==> src/rtl/abofs_share_arbiter.sv <==
// Round-robin share of one ChunkHead address generator among N_REQ read pipelines.
// A granted job is forwarded once; its result stream is routed back to the owner only.

module abofs_share_lane (
  input  logic sel,
  input  logic mofs_rdy,
  input  logic req_mofs_ack,
  output logic req_mofs_rdy,
  output logic mofs_ack
);
  assign req_mofs_rdy = sel & mofs_rdy;
  assign mofs_ack     = sel & mofs_rdy & req_mofs_ack;
endmodule

module abofs_share_arbiter #(
  parameter int N_REQ   = 2,
  parameter int WBW     = 16,
  parameter int VDIM    = 2,
  parameter int DIM     = 2,
  parameter int GBW     = 16,
  parameter int ICFG_BW = 4
) (
  input  logic                                  i_clk,
  input  logic                                  i_rst,
  input  logic [N_REQ-1:0]                      i_req_rdy,
  output logic [N_REQ-1:0]                      i_req_ack,
  input  logic [N_REQ-1:0][VDIM-1:0][WBW-1:0]   i_req_bofs,
  input  logic [N_REQ-1:0][VDIM-1:0][WBW-1:0]   i_req_aofs,
  input  logic [N_REQ-1:0][ICFG_BW-1:0]         i_req_beg,
  input  logic [N_REQ-1:0][ICFG_BW-1:0]         i_req_end,
  output logic                                  o_abofs_rdy,
  input  logic                                  o_abofs_ack,
  output logic [VDIM-1:0][WBW-1:0]              o_bofs,
  output logic [VDIM-1:0][WBW-1:0]              o_aofs,
  output logic [ICFG_BW-1:0]                    o_beg,
  output logic [ICFG_BW-1:0]                    o_end,
  input  logic                                  i_mofs_rdy,
  output logic                                  i_mofs_ack,
  input  logic [DIM-1:0][GBW-1:0]               i_mofs,
  input  logic [ICFG_BW-1:0]                    i_id,
  output logic [N_REQ-1:0]                      o_mofs_rdy,
  input  logic [N_REQ-1:0]                      o_mofs_ack,
  output logic [DIM-1:0][GBW-1:0]               o_mofs,
  output logic [ICFG_BW-1:0]                    o_id
);
  localparam int PW = $clog2(N_REQ);

  typedef enum logic {IDLE, BUSY} state_t;
  state_t state, state_n;

  logic [PW-1:0]      gnt, gnt_n, ptr, ptr_n, win;
  logic [ICFG_BW-1:0] remain, remain_n, job_len;
  logic               issued, issued_n, found, take, abofs_fire;
  logic [N_REQ-1:0]   lane_sel, lane_ack;

  function automatic logic [PW-1:0] wrap_inc(input logic [PW-1:0] x);
    if (int'(x) >= N_REQ - 1) return '0;
    return x + PW'(1);
  endfunction

  // first ready requester at or after ptr, wrapping modulo N_REQ
  always_comb begin
    int idx;
    idx   = 0;
    found = 1'b0;
    win   = ptr;
    for (int k = 0; k < N_REQ; k++) begin
      idx = int'(ptr) + k;
      if (idx >= N_REQ) idx = idx - N_REQ;
      if (!found && i_req_rdy[idx]) begin
        found = 1'b1;
        win   = PW'(idx);
      end
    end
  end

  always_comb begin
    state_n     = state;
    gnt_n       = gnt;
    ptr_n       = ptr;
    remain_n    = remain;
    issued_n    = issued;
    i_req_ack   = '0;
    o_abofs_rdy = 1'b0;
    abofs_fire  = 1'b0;
    take        = 1'b0;
    job_len     = i_req_end[win] - i_req_beg[win];
    case (state)
      IDLE: if (found && !i_rst) begin
        i_req_ack[win] = 1'b1;
        // empty jobs are consumed here and never reach ChunkHead
        if (job_len == '0) begin
          ptr_n = wrap_inc(win);
        end else begin
          take     = 1'b1;
          gnt_n    = win;
          remain_n = job_len;
          issued_n = 1'b0;
          state_n  = BUSY;
        end
      end
      BUSY: begin
        o_abofs_rdy = !issued && !i_rst;
        abofs_fire  = o_abofs_rdy && o_abofs_ack;
        if (abofs_fire) issued_n = 1'b1;
        remain_n = remain - ICFG_BW'(i_mofs_ack);
        // job input and final result may complete in the same cycle
        if ((issued || abofs_fire) && remain_n == '0) begin
          state_n = IDLE;
          ptr_n   = wrap_inc(gnt);
        end
      end
      default: state_n = IDLE;
    endcase
  end

  always_comb begin
    lane_sel = '0;
    for (int r = 0; r < N_REQ; r++)
      lane_sel[r] = (state == BUSY) && !i_rst && (gnt == PW'(r));
  end

  for (genvar r = 0; r < N_REQ; r++) begin : g_lane
    abofs_share_lane u_lane (
      .sel          (lane_sel[r]),
      .mofs_rdy     (i_mofs_rdy),
      .req_mofs_ack (o_mofs_ack[r]),
      .req_mofs_rdy (o_mofs_rdy[r]),
      .mofs_ack     (lane_ack[r])
    );
  end

  assign i_mofs_ack = |lane_ack;
  assign o_mofs     = i_mofs;
  assign o_id       = i_id;

  always_ff @(posedge i_clk) begin
    if (i_rst) begin
      state  <= IDLE;
      ptr    <= '0;
      gnt    <= '0;
      remain <= '0;
      issued <= 1'b0;
      o_bofs <= '0;
      o_aofs <= '0;
      o_beg  <= '0;
      o_end  <= '0;
    end else begin
      state  <= state_n;
      ptr    <= ptr_n;
      gnt    <= gnt_n;
      remain <= remain_n;
      issued <= issued_n;
      if (take) begin
        o_bofs <= i_req_bofs[win];
        o_aofs <= i_req_aofs[win];
        o_beg  <= i_req_beg[win];
        o_end  <= i_req_end[win];
      end
    end
  end
endmodule

==> config.mk <==
export PLATFORM = sky130hd
export DESIGN_NAME = abofs_share_arbiter
export DESIGN_NICKNAME = d
export VERILOG_FILES = /design/src/rtl/abofs_share_arbiter.sv
export SDC_FILE = /design/constraint.sdc
export NUM_CORES = 1
export LEC_CHECK = 0
export BUFFER_PORTS_ARGS = -buffer_cell sky130_fd_sc_hd__buf_4
export CORE_AREA = 2 2 116 118
export CTS_CLUSTER_DIAMETER = 80
export DETAILED_ROUTE_END_ITERATION = 10
export DIE_AREA = 0 0 118 120
export PLACE_DENSITY = 0.78
export SETUP_SLACK_MARGIN = 0.3
export SKIP_LAST_GASP = 1
export SYNTH_ARGS = -nofsm -noshare
export SYNTH_HDL_FRONTEND = slang
export SYNTH_SLANG_ARGS = --single-unit
export TNS_END_PERCENT = 50
==> constraint.sdc <==
create_clock -name i_clk -period 4.4 [get_ports i_clk]
set_input_delay 0.44 -clock i_clk [delete_from_list [all_inputs] [get_ports i_clk]]
set_output_delay 0.44 -clock i_clk [all_outputs]
set_load 0.005 [all_outputs]
# After elaboration in Yosys (flattened, before gate mapping)
# Cells that the tools add are included.
[word_totals] register_bits=80
[classes] n_addsub=7 magnitude_cmp=8 n_eq_ne=5 mux=52 bitwise=7 reduce_logical=20
[ops] op="32-bit 2-to-1 mux" n=6
[ops] op="32-bit by 3-bit < comparator with 1-bit output, second input constant" n=2
[ops] op="1-bit 2-to-1 mux" n=33
[ops] op="4-bit 2-to-1 mux" n=6
[ops] op="1-bit logical AND" n=9
[ops] op="3-bit AND reduction" n=3
[ops] op="4-bit zero test" n=2
[ops] op="4-bit case mux with 2 select lines" n=1
[ops] op="2-bit inequality test, second input constant" n=3
[ops] op="1-bit case mux with 2 select lines" n=3
[ops] op="1-bit bitwise AND" n=4
[ops] op="2-bit 2-to-1 mux" n=2
[ops] op="2-bit by 1-bit inequality test with 1-bit output, second input constant" n=2
[ops] op="4-bit by 1-bit subtractor with 4-bit output" n=1
[ops] op="4-bit subtractor" n=1
[ops] op="1-bit >= comparator, second input constant" n=3
[ops] op="1-bit zero test" n=3
[ops] op="1-bit NOT" n=3
[ops] op="1-bit by 2-bit subtractor with 3-bit output, second input constant" n=1
[ops] op="2-bit by 2-bit subtractor with 3-bit output, second input constant" n=1
[ops] op="1-bit adder, second input constant" n=2
[ops] op="1-bit by 1-bit adder with 2-bit output, second input constant" n=1
[ops] op="1-bit by 2-bit >= comparator with 1-bit output, second input constant" n=1
[ops] op="2-bit >= comparator, second input constant" n=1
[ops] op="5 further kinds" n=5

# Longest topological paths before layout
# Gate-level depths: netlist of the first run.
[logic_depth] ltp_word=20 ltp_mapped=15 ltp_nobuf=12

# By module
# Synthesis of the first run repeated with hierarchy kept, for this count alone.
[hier_totals] hier_cells=457 hier_area_um2=4439.3
[modules_own_cells] mod="abofs_share_arbiter" instances=1 cells_per_inst=453 area_each_um2=4414.2
[modules_own_cells] mod="abofs_share_lane" instances=2 cells_per_inst=2 area_each_um2=12.5

# Least setup slack after synthesis of the first run
# Ideal clock, no wire load.
[synth_timing] path_kind="input -> register" startpoint="input port i_req_rdy[1]" endpoint="register o_beg[0]" t_arrival_ps=3285 required_time_ps=4277 path_slack_ps=992 cell_stages=13 path_buffers=3 cell_sequence="nand2b_1 -> a21oi_1 -> clkbuf_1 -> buf_2 -> mux2i_1 -> ha_1 -> fa_1 -> xor2_1 -> nand3_1 -> a211o_1 -> nand3_2 -> buf_12 -> mux2_1"
[synth_via] elab_chain_len=14
[synth_rtl] item="start, declared" line="25" source="input logic [N_REQ-1:0] i_req_rdy,"
[synth_rtl] item="1-bit 2-to-1 mux (implied by the code) (3 in a row)" line="70" source="if (!found && i_req_rdy[idx]) begin"
[synth_rtl] item="1-bit 2-to-1 mux" line="70"
[synth_rtl] item="1-bit zero test" line="70"
[synth_rtl] item="1-bit logical AND" line="70"
[synth_rtl] item="1-bit 2-to-1 mux" line="70"
[synth_rtl] item="4-bit 2-to-1 mux, on equally long branches (2 in a row)" line="87, 157"
[synth_rtl] item="4-bit subtractor" line="87" source="job_len = i_req_end[win] - i_req_beg[win];"
[synth_rtl] item="4-bit zero test" line="92" source="if (job_len == '0) begin"
[synth_rtl] item="1-bit 2-to-1 mux" line="92"
[synth_rtl] item="1-bit 2-to-1 mux" line="89" source="IDLE: if (found && !i_rst) begin"
[synth_rtl] item="1-bit 2-to-1 mux" line="88" source="case (state)"
[synth_rtl] item="end signal, assigned" line="157" source="o_beg <= i_req_beg[win];"
[synth_rtl] item="end, declared" line="35" source="output logic [ICFG_BW-1:0] o_beg,"
# Parallel ways exist; a longest one is shown, timed or not. The select of a mux whose other input is x is not followed.
# A chain may end at the register's enable or synchronous reset.

# Final worst setup path of the first run
[layout_timing] startpoint="input port i_req_rdy[1]" endpoint="register o_end[2]"
[layout_via] elab_chain_len=14
[layout_rtl] item="1-bit 2-to-1 mux (implied by the code) (3 in a row)" line="70"
[layout_rtl] item="1-bit 2-to-1 mux" line="70"
[layout_rtl] item="1-bit zero test" line="70"
[layout_rtl] item="1-bit logical AND" line="70"
[layout_rtl] item="1-bit 2-to-1 mux" line="70"
[layout_rtl] item="4-bit 2-to-1 mux, on equally long branches (2 in a row)" line="87, 158"
[layout_rtl] item="4-bit subtractor" line="87"
[layout_rtl] item="4-bit zero test" line="92"
[layout_rtl] item="1-bit 2-to-1 mux" line="92"
[layout_rtl] item="1-bit 2-to-1 mux" line="89"
[layout_rtl] item="1-bit 2-to-1 mux" line="88"
[layout_rtl] item="end signal, assigned" line="158" source="o_end <= i_req_end[win];"
[layout_rtl] item="end, declared" line="36" source="output logic [ICFG_BW-1:0] o_end,"
# Parallel ways exist; a longest one is shown, timed or not. The select of a mux whose other input is x is not followed.

==> out/qor.csv, run 1 <==
stage;metric;value;unit
synth;synth_seq_area_share;35.9;%
sta;setup_viol;0;
synth;async_flop_share;0;%
placement;hpwl;9240;µm
sta;clock_skew;0.00606;ns
pwr;switching_share;30.4;%
detailed_routing;drc;0;
floorplan;fp-row-count;42;
detailed_routing;drt_iter0_drc;120;
sta;setup_slack;0.871;ns
pwr;p_int;0.00201;W
detailed_routing;wl;11900;µm
min_path;min_path_type;input port to flop;
final_layout;num-nets-final;832;
sta;slew_headroom;47.3;%
run;maxCapViolations;0;
synth;synth.net_count;653;
clocking;postCtsSetupBuffers;0;
detailed_routing;antenna_left;0;
synth;synth_area_leaders;dfxtp_1 (36%), mux2i_1 (31%), nand2_1 (7.5%);
synth;synth.top_cell.area_share;35.9;%
final_layout;multiInputGateArea;2340;µm²
sta;fin_tns_setup;0;ns
sta;tightest_slew;0.790;ns
status;outcome;complete, no violations;
floorplan;io_pins;302;
clocking;cts_buffers;9;
final_layout;ff_latch_area;1600;µm²
placement;gp_congestion;0.803;
sta;max_freq;0.283;GHz
sta;drv_slew;0;
global_route;grt_max_degree;75;
pwr;p_comb_share;36.3;%
pwr;seq_power_share;35.7;%
detailed_routing;via_count;3825;
floorplan;initial_core_util;34.4;%
floorplan;die_x;118;µm
pwr;switchingPower;0.000875;W
placement;place_area;5970;µm²
detailed_routing;vias_per_cell;4.68;
clocking;clkLatencyLatePin;0.33;ns
critical_path;crit_required;4.62;ns
critical_path;worstSetupPathType;input port to flop;
synth;synth_cell_types;46;
synth;ys_warn_count;0;
synth;netlist_area;4460;µm²
final_layout;areaGrowthSynthToFinish;40.8;%
clocking;clock-sinks;80;
detailed_routing;dr.pass1.iters;4;
clocking;clock_tree.root_cell;clkbuf_16;
final_layout;nFillCells;1192;
synth;syn_area_per_cell;9.73;µm²
clocking;clock_path_buffers;2;
final_layout;n_antenna_cell;0;
final_layout;drive_above_1_share;40.0;%
pwr;clkPwrFrac;28.0;%
final_layout;finalInstanceArea;6290;µm²
pwr;ir_drop;0.212;mV
synth;synth_ff_type;dfxtp_1;
pwr;p_per_area;459;nW/µm²
final_layout;fin_util;48.4;%
synth;ys_ff_latch;80;
pwr;power_leakage;3.49;nW
clocking;postCtsHoldBufs;0;
critical_path;endpoint_kind;flop;
sta;rsz0062_at_grt;false;
global_route;overflow;0;
floorplan;die_y;120;µm
global_route;antenna_found_initial;0;
critical_path;start_kind;input port;
sta;fin_crit_sh;80.2;%
placement;preCtsSetupSlack;0.564;ns
synth;synthCells;459;
floorplan;die_area;14200;µm²
critical_path;crit_fanout;47;
sta;final.min_clock_period;3.53;ns
clocking;cts_tree;built;
critical_path;arrival;3.75;ns
global_route;track_usage;16.3;%
synth;yosys.area.top_type;dfxtp_1;
synth;synth-edff-count;0;
clocking;ctsResizeCount;0;
clocking;cts.clk_slew.worst_paths;0.06;ns
sta;hold_viol;0;
detailed_routing;wl_per_cell;14.6;µm
placement;io_buffers;229;
clocking;htreeDepth;3;
global_route;grt_pass1_vias;3898;
global_route;grt_pass1_wl;18600;µm
floorplan;coreArea;13000;µm²
==> sequential cells by signal, summed over array words and instances, names as in the netlist <==
name    flops
gnt         1
issued      1
o_aofs     32
o_beg       4
o_bofs     32
o_end       4
ptr         1
remain      4
state       1
==> cell usage in the layout (no fill, tap or decap), types with 4 or more instances in the layout <==
cell type,Yosys,routed
a21oi_1,5,4
inv_1,6,5
nand3_1,4,4
nor2_1,10,10
buf_4,39,234
clkbuf_16,0,9
ha_1,5,5
nor2b_1,7,7
mux2i_1,139,139
o31ai_1,4,4
nand2_1,89,89
dfxtp_1,80,80
==> power groups by stage <==
stage                     combinational [W]  clock [W]  sequential, W
after floorplan                    0.000652          0        0.00102
after global placement              0.00102          0        0.00104
after detailed placement            0.00105          0        0.00104
after CTS                           0.00106   0.000826        0.00103
after global routing                0.00114   0.000850        0.00105
final                               0.00105   0.000808        0.00103
==> path summary, 6_finish.rpt <==
path	startpoint	end	slack, ns	cells past startpoint
setup / recovery	i_req_rdy[1]	o_end[2]$_SDFFE_PP0P_	0.87	12
hold / removal	i_req_aofs[62]	o_aofs[30]$_SDFFE_PP0P_	0.38	3
setup reg to reg	ptr$_SDFFE_PP0P_	o_end[2]$_SDFFE_PP0P_	0.99	10
hold reg to reg	o_aofs[0]$_SDFFE_PP0P_	o_aofs[0]$_SDFFE_PP0P_	0.46	2
==> logic make-up after synthesis <==
kind of cell | synth area share (%)
mux | 31.7
compound gates | 5.19
buf+inv | 12.1
flops | 35.9
simple gates | 12.7
xor+xnor | 0.589
fa+ha+maj | 1.85
==> per-layer routing <==
metal	GRT usage [%]	wire [µm]
met1	18.0	4720
met3	3.75	690
met4	7.45	271
met2	29.6	6250
met5	0	0
==> metrics by stage <==
stage	power, W	std cells	hold WS (ns)
finish	0.00288	818	0.378
global route	0.00304	818	0.387
CTS	0.00291	818	0.373
detailed placement	0.00209	803	0.452
global placement	0.00205	803	0.447
floorplan	0.00168	459	0.453
==> area by class of cell <==
cell class	instances	area share, %
multi-input cells	305	37.2
repair buffers	235	28.3
flip-flops and latches	80	25.5
clock buffers	12	4.08
well taps	176	3.50
clock inverters	3	1.03
inverters	7	0.418
==> synth_stat cells, types with 3 or more instances <==
library cell and n:
xor2_1 3, ha_1 5, nor3_1 3, buf_12 7, inv_1 6, nor2b_1 7
mux2i_1 139, dfxtp_1 80, nor2_1 10, clkbuf_1 18, nand3_1 4, a21oi_1 5
buf_4 39, o31ai_1 4, nand2_1 89, nand4_1 3
==> worst max-delay path, cell delays in order <==
cell	delay (ns)
buf_4	0.12
nand2b_1	0.22
a21oi_4	0.44
mux2i_1	0.18
ha_1	0.26
fa_1	0.38
xor2_1	0.20
nand3_1	0.29
nand4b_1	0.36
nand3_4	0.17
buf_12	0.30
mux2_1	0.35
Note: power is estimated with default switching activity, not from simulation.
==> inputs of run 2 (changes only) <==
Settings changed: CORE_AREA 2 2 116 118 to 2 2 118 120, DIE_AREA 0 0 118 120 to 0 0 120 122.
Clock period 4.4 ns to 3 ns, I/O delays scaled along.
==> out/qor.csv, run 2 (synthesized netlist as in run 1, its figures left out) <==
stage;metric;value;unit
floorplan;die_area;14600;µm²
placement;io_buffers;229;
critical_path;crit_fanout;5;
placement;place_area;6140;µm²
detailed_routing;wl;12500;µm
critical_path;max_stage_delay;0.36;ns
pwr;finalPower;0.00446;W
clocking;clkLatencyLatePin;0.34;ns
critical_path;start_kind;flop;
critical_path;cp_cell_sequence;a21oi_4 -> nand2_1 -> nand2_2 -> inv_2 -> ha_1 -> nor2b_4 -> o21ai_2 -> a211o_4 -> a211o_4 -> nand3_4 -> buf_12 -> buf_12 -> clkbuf_16 -> mux2i_1;
detailed_routing;wl_per_cell;14.5;µm
clocking;htreeDepth;3;
clocking;clock-sinks;80;
clocking;clock_path_buffers;2;
detailed_routing;antenna_left;0;
pwr;switchingPower;0.00139;W
sta;clock_skew;0.00559;ns
final_layout;num-nets-final;871;
final_layout;n_antenna_cell;0;
floorplan;fp-row-count;43;
sta;rsz0062_at_grt;true;
critical_path;critPathTopFamily;compound AO/OA/AOI/OAI gates;
detailed_routing;via_count;4029;
pwr;power_leakage;3.73;nW
sta;fin_crit_sh;95.7;%
detailed_routing;drt_iter0_drc;179;
final_layout;reg_top3;o_aofs x32, o_bofs x32;
final_layout;final_common_cell;buf_4;
clocking;clock_tree.root_cell;clkbuf_16;
pwr;ir_drop;0.282;mV
sta;hold-worst-slack;0.232;ns
sta;setup_viol;0;
final_layout;finalInstanceArea;6810;µm²
critical_path;arrival;3.14;ns
clocking;cts_buffers;9;
global_route;grt_max_degree;43;
pwr;p_int;0.00307;W
global_route;grt_pass1_wl;19200;µm
global_route;track_usage;16.6;%
detailed_routing;vias_per_cell;4.68;
placement;hpwl;8950;µm
critical_path;cp_slowest_cell;dfxtp_4;
sta;slew_headroom;54.2;%
final_layout;layout_common_cells;buf_4 (260), mux2i_1 (136), nand2_1 (86);
detailed_routing;dr.pass1.iters;4;
floorplan;initial_core_util;33.1;%
critical_path;crit_required;3.27;ns
floorplan;io_pins;302;
pwr;switching_share;31.2;%
pwr;clkPwrFrac;24.0;%
pwr;p_per_area;654;nW/µm²
sta;hold_viol;0;
sta;drv_slew;0;
run;maxCapViolations;0;
final_layout;drive_above_1_share;46.7;%
clocking;postCtsHoldBufs;0;
floorplan;die_x;120;µm
floorplan;die_y;122;µm
critical_path;endpoint_kind;flop;
critical_path;path_buf_inv;4;
sta;tightest_slew;0.687;ns
critical_path;worstSetupPathType;flop to flop;
global_route;overflow;0;
pwr;seq_power_share;33.2;%
global_route;antenna_found_initial;0;
global_route;grt_pass1_vias;3924;
min_path;min_path_type;input port to flop;
floorplan;coreArea;13500;µm²
pwr;p_comb_share;42.8;%
status;outcome;complete, no violations;
placement;gp_congestion;0.812;
sta;final.min_clock_period;2.87;ns
sta;max_freq;0.348;GHz
sta;fin_tns_setup;0;ns
detailed_routing;drc;0;
clocking;cts_tree;built;
final_layout;areaGrowthSynthToFinish;52.6;%
clocking;cts.clk_slew.worst_paths;0.06;ns
==> run 2: what timing repair did <==
action | in CTS | in global routing
buffers inserted | 11 | 6
pin swaps | 7 | 10
hold endpoints to repair | 0 | 0
setup endpoints to repair | 78 | 79
resized for setup | 17 | 11
cloned | 4 | 1
==> run 2: power by group through the flow <==
stage          logic (W)  registers (W)  clock network, W
2_1_floorplan   0.000989        0.00150                 0
3_3_place_gp     0.00165        0.00149                 0
3_5_place_dp     0.00167        0.00150                 0
4_1_cts          0.00184        0.00148           0.00110
5_1_grt          0.00207        0.00151           0.00114
6_report         0.00191        0.00148           0.00107
==> run 2: area by class of cell <==
cell class / instances / area [µm²]
Multi-Input combinational cell: 306 / 2470
Inverter: 7 / 26.3
Clock inverter: 6 / 61.3
Sequential cell: 80 / 1610
Fill cell: 1244 / 6690
Tap cell: 180 / 225
Timing Repair Buffer: 273 / 2200
Clock buffer: 9 / 225
==> run 2: final timing paths <==
kind | startpoint | depth (start not counted) | slack (ns) | endpoint
worst min-delay path | i_req_bofs[57] | 3 | 0.23 | o_bofs[25]$_SDFFE_PP0P_
worst max-delay path | ptr$_SDFFE_PP0P_ | 14 | 0.13 | o_aofs[6]$_SDFFE_PP0P_
worst max register to register | ptr$_SDFFE_PP0P_ | 14 | 0.13 | o_aofs[6]$_SDFFE_PP0P_
worst min register to register | o_bofs[25]$_SDFFE_PP0P_ | 2 | 0.46 | o_bofs[25]$_SDFFE_PP0P_
==> run 2: worst register-to-register path, delay by kind of cell, from the launching register on <==
family	cells	cell delay, ns
multiplexers	1	0.16
AO/OA/AOI/OAI	4	1.08
adder cells (fa/ha/maj)	1	0.28
AND/OR/NAND/NOR	4	0.49
flip-flops	1	0.36
buffers and inverters	4	0.43
==> run 2: routing by layer <==
| metal | GRT usage, % | up-vias | wire length [µm] |
|---|---|---|---|
| met4 | 5.88 | 0 | 268 |
| met5 | 0 | - | 0 |
| li1 | - | 1980 | - |
| met1 | 18.6 | 1847 | 4790 |
| met3 | 6.13 | 29 | 1000 |
| met2 | 29.2 | 173 | 6430 |
==> run 2: per-stage QoR <==
stage | setup WS [ns] | util [%] | std cells
global route | 0.0223 | 50.4 | 861
global placement | 0.0419 | 45.5 | 824
detailed placement | -0.0474 | 45.5 | 824
finish | 0.128 | 50.4 | 861
floorplan | 0.151 | - | 459
CTS | 0.207 | 49.5 | 854
==> inputs of run 3 (changes only) <==
Settings changed: BUFFER_PORTS_ARGS -buffer_cell sky130_fd_sc_hd__buf_4 to default, DONT_BUFFER_PORTS from default to 1, PLACE_DENSITY 0.78 to 0.58.
==> out/qor.csv, run 3 (synthesized netlist as in run 1, its figures left out) <==
stage;metric;value;unit
sta;slew_headroom;60.3;%
pwr;ir_drop;0.314;mV
placement;hpwl;7900;µm
critical_path;start_kind;flop;
status;outcome;complete, no violations;
sta;drv_slew;0;
final_layout;num-nets-final;634;
final_layout;layout_common_cells;mux2i_1 (136), nand2_1 (86), dfxtp_1 (79);
critical_path;worst_path_most_repeated_cell;buf_6;
min_path;min_path_type;input port to flop;
clocking;clock_tree.root_cell;clkbuf_16;
global_route;track_usage;15.1;%
sta;hold_viol;0;
critical_path;path_buf_inv;3;
floorplan;coreArea;13500;µm²
critical_path;crit_required;3.23;ns
global_route;grt_pass1_vias;3225;
floorplan;die_x;120;µm
detailed_routing;wl;11800;µm
placement;io_buffers;0;
floorplan;initial_core_util;33.1;%
pwr;power_leakage;2.59;nW
clocking;cts.clk_slew.worst_paths;0.06;ns
detailed_routing;via_count;3192;
sta;setup_viol;0;
pwr;p_per_area;805;nW/µm²
detailed_routing;dr.pass1.iters;4;
floorplan;io_pins;302;
critical_path;crit_fanout;5;
detailed_routing;drt_iter0_drc;145;
critical_path;max_stage_delay;0.37;ns
critical_path;worstSetupPathType;flop to flop;
critical_path;arrival;3.05;ns
clocking;cts_tree;built;
run;maxCapViolations;0;
critical_path;reg2reg_depth;13;
critical_path;endpoint_kind;flop;
global_route;antenna_found_initial;0;
critical_path;cp_slowest_cell;dfxtp_4;
final_layout;areaGrowthSynthToFinish;14.7;%
sta;fin_tns_setup;0;ns
final_layout;ff_latch_area;1610;µm²
clocking;clock-sinks;80;
clocking;clock_path_buffers;2;
detailed_routing;drc;0;
final_layout;final_common_cell;mux2i_1;
final_layout;stdcell_count;625;
floorplan;die_y;122;µm
global_route;grt_pass1_wl;16900;µm
sta;rsz0062_at_grt;true;
global_route;overflow;0;
final_layout;multiInputGateArea;2470;µm²
clocking;postCtsHoldBufs;0;
critical_path;cp_cell_sequence;a21o_4 -> buf_6 -> nand2_2 -> nand2_4 -> ha_4 -> nor2b_4 -> o21ai_4 -> a211o_4 -> a211o_1 -> nand3_4 -> buf_6 -> buf_6 -> mux2_4;
clocking;cts_buffers;9;
global_route;grt_max_degree;45;
final_layout;finalInstanceArea;5120;µm²
sta;tightest_slew;0.594;ns
placement;place_area;4350;µm²
sta;final.min_clock_period;2.82;ns
sta;fin_crit_sh;94.1;%
floorplan;die_area;14600;µm²
placement;gp_congestion;0.890;
final_layout;drive_above_1_share;18.7;%
clocking;clkLatencyLatePin;0.34;ns
final_layout;reg_top3;o_aofs x32, o_bofs x32;
detailed_routing;wl_per_cell;18.9;µm
final_layout;n_antenna_cell;0;
sta;max_freq;0.354;GHz
placement;dp.cells;585;
clocking;htreeDepth;3;
detailed_routing;antenna_left;0;
final_layout;nFillCells;1345;
floorplan;fp-row-count;43;
detailed_routing;vias_per_cell;5.11;
sta;clock_skew;0.00233;ns
critical_path;critPathTopFamily;compound AO/OA/AOI/OAI gates;
min_path;hold_path_depth;1;
critical_path;cp.depth;13;
-- run 3: cell count changes in the layout (fill, tap and decap cells not counted), sizes merged --
cell      change
nand3         -1
clkinv        -3
clkbuf        +5
bufinv        +1
buf         -239
clkinvlp      +1
-- run 3: cell type report --
class / instances / share of cell area, %
inverter: 7 / 0.513
clock buffer: 11 / 4.74
tap: 180 / 4.40
multi-input combinational: 305 / 48.2
clock inverter: 5 / 1.56
sequential: 80 / 31.3
timing repair buffer: 37 / 9.21
-- run 3: timing repair --
| item | in CTS | in global routing |
|---|---|---|
| gates resized for setup | 11 | 19 |
| setup endpoints to repair | 78 | 79 |
| pin swaps | 5 | 12 |
| cloned | 3 | 4 |
| setup buffers | 10 | 7 |
-- run 3: path summary, 6_finish.rpt --
check,startpoint,end,slack [ns]
max,ptr$_SDFFE_PP0P_,o_end[2]$_SDFFE_PP0P_,0.18
min,i_rst,remain[3]$_SDFFE_PP0P_,0.03
max reg2reg,ptr$_SDFFE_PP0P_,o_end[2]$_SDFFE_PP0P_,0.18
min reg2reg,o_aofs[21]$_SDFFE_PP0P_,o_aofs[21]$_SDFFE_PP0P_,0.48
-- run 3: report_power, final --
part	internal (W)	total [W]	switching (W)
clock	0.000750	0.00120	0.000448
combinational	0.000706	0.00137	0.000667
sequential	0.00134	0.00155	0.000212
total	0.00279	0.00412	0.00133
-- run 3: worst reg2reg max path: stages, from the launching register on --
cell     delay (ns)
dfxtp_4        0.37
a21o_4         0.23
buf_6          0.12
nand2_2        0.07
nand2_4        0.06
ha_4           0.26
nor2b_4        0.16
o21ai_4        0.08
a211o_4        0.34
a211o_1        0.34
nand3_4        0.13
buf_6          0.16
buf_6          0.11
mux2_4         0.28
-- run 3: through the flow --
stage          setup slack [ns]  power, W  utilization (%)  hold WS [ns]
6_report                  0.178   0.00412             37.9        0.0298
5_1_grt                  0.0727   0.00435             37.9       0.00966
4_1_cts                   0.212   0.00401             36.2       0.00142
3_5_place_dp            -0.0283   0.00263             32.2         0.377
3_3_place_gp             0.0855   0.00259             32.2         0.379
2_1_floorplan             0.151   0.00249                -         0.453
-- run 3: routing by layer --
layer	vias to the layer above	part of all wire (%)	track usage, %	routed length [µm]
met5	-	0	0	0
met4	0	3.1	9.41	366
met3	28	7.1	4.68	844
met2	162	52	26.3	6170
met1	1498	38	15.8	4450
li1	1504	-	-	-
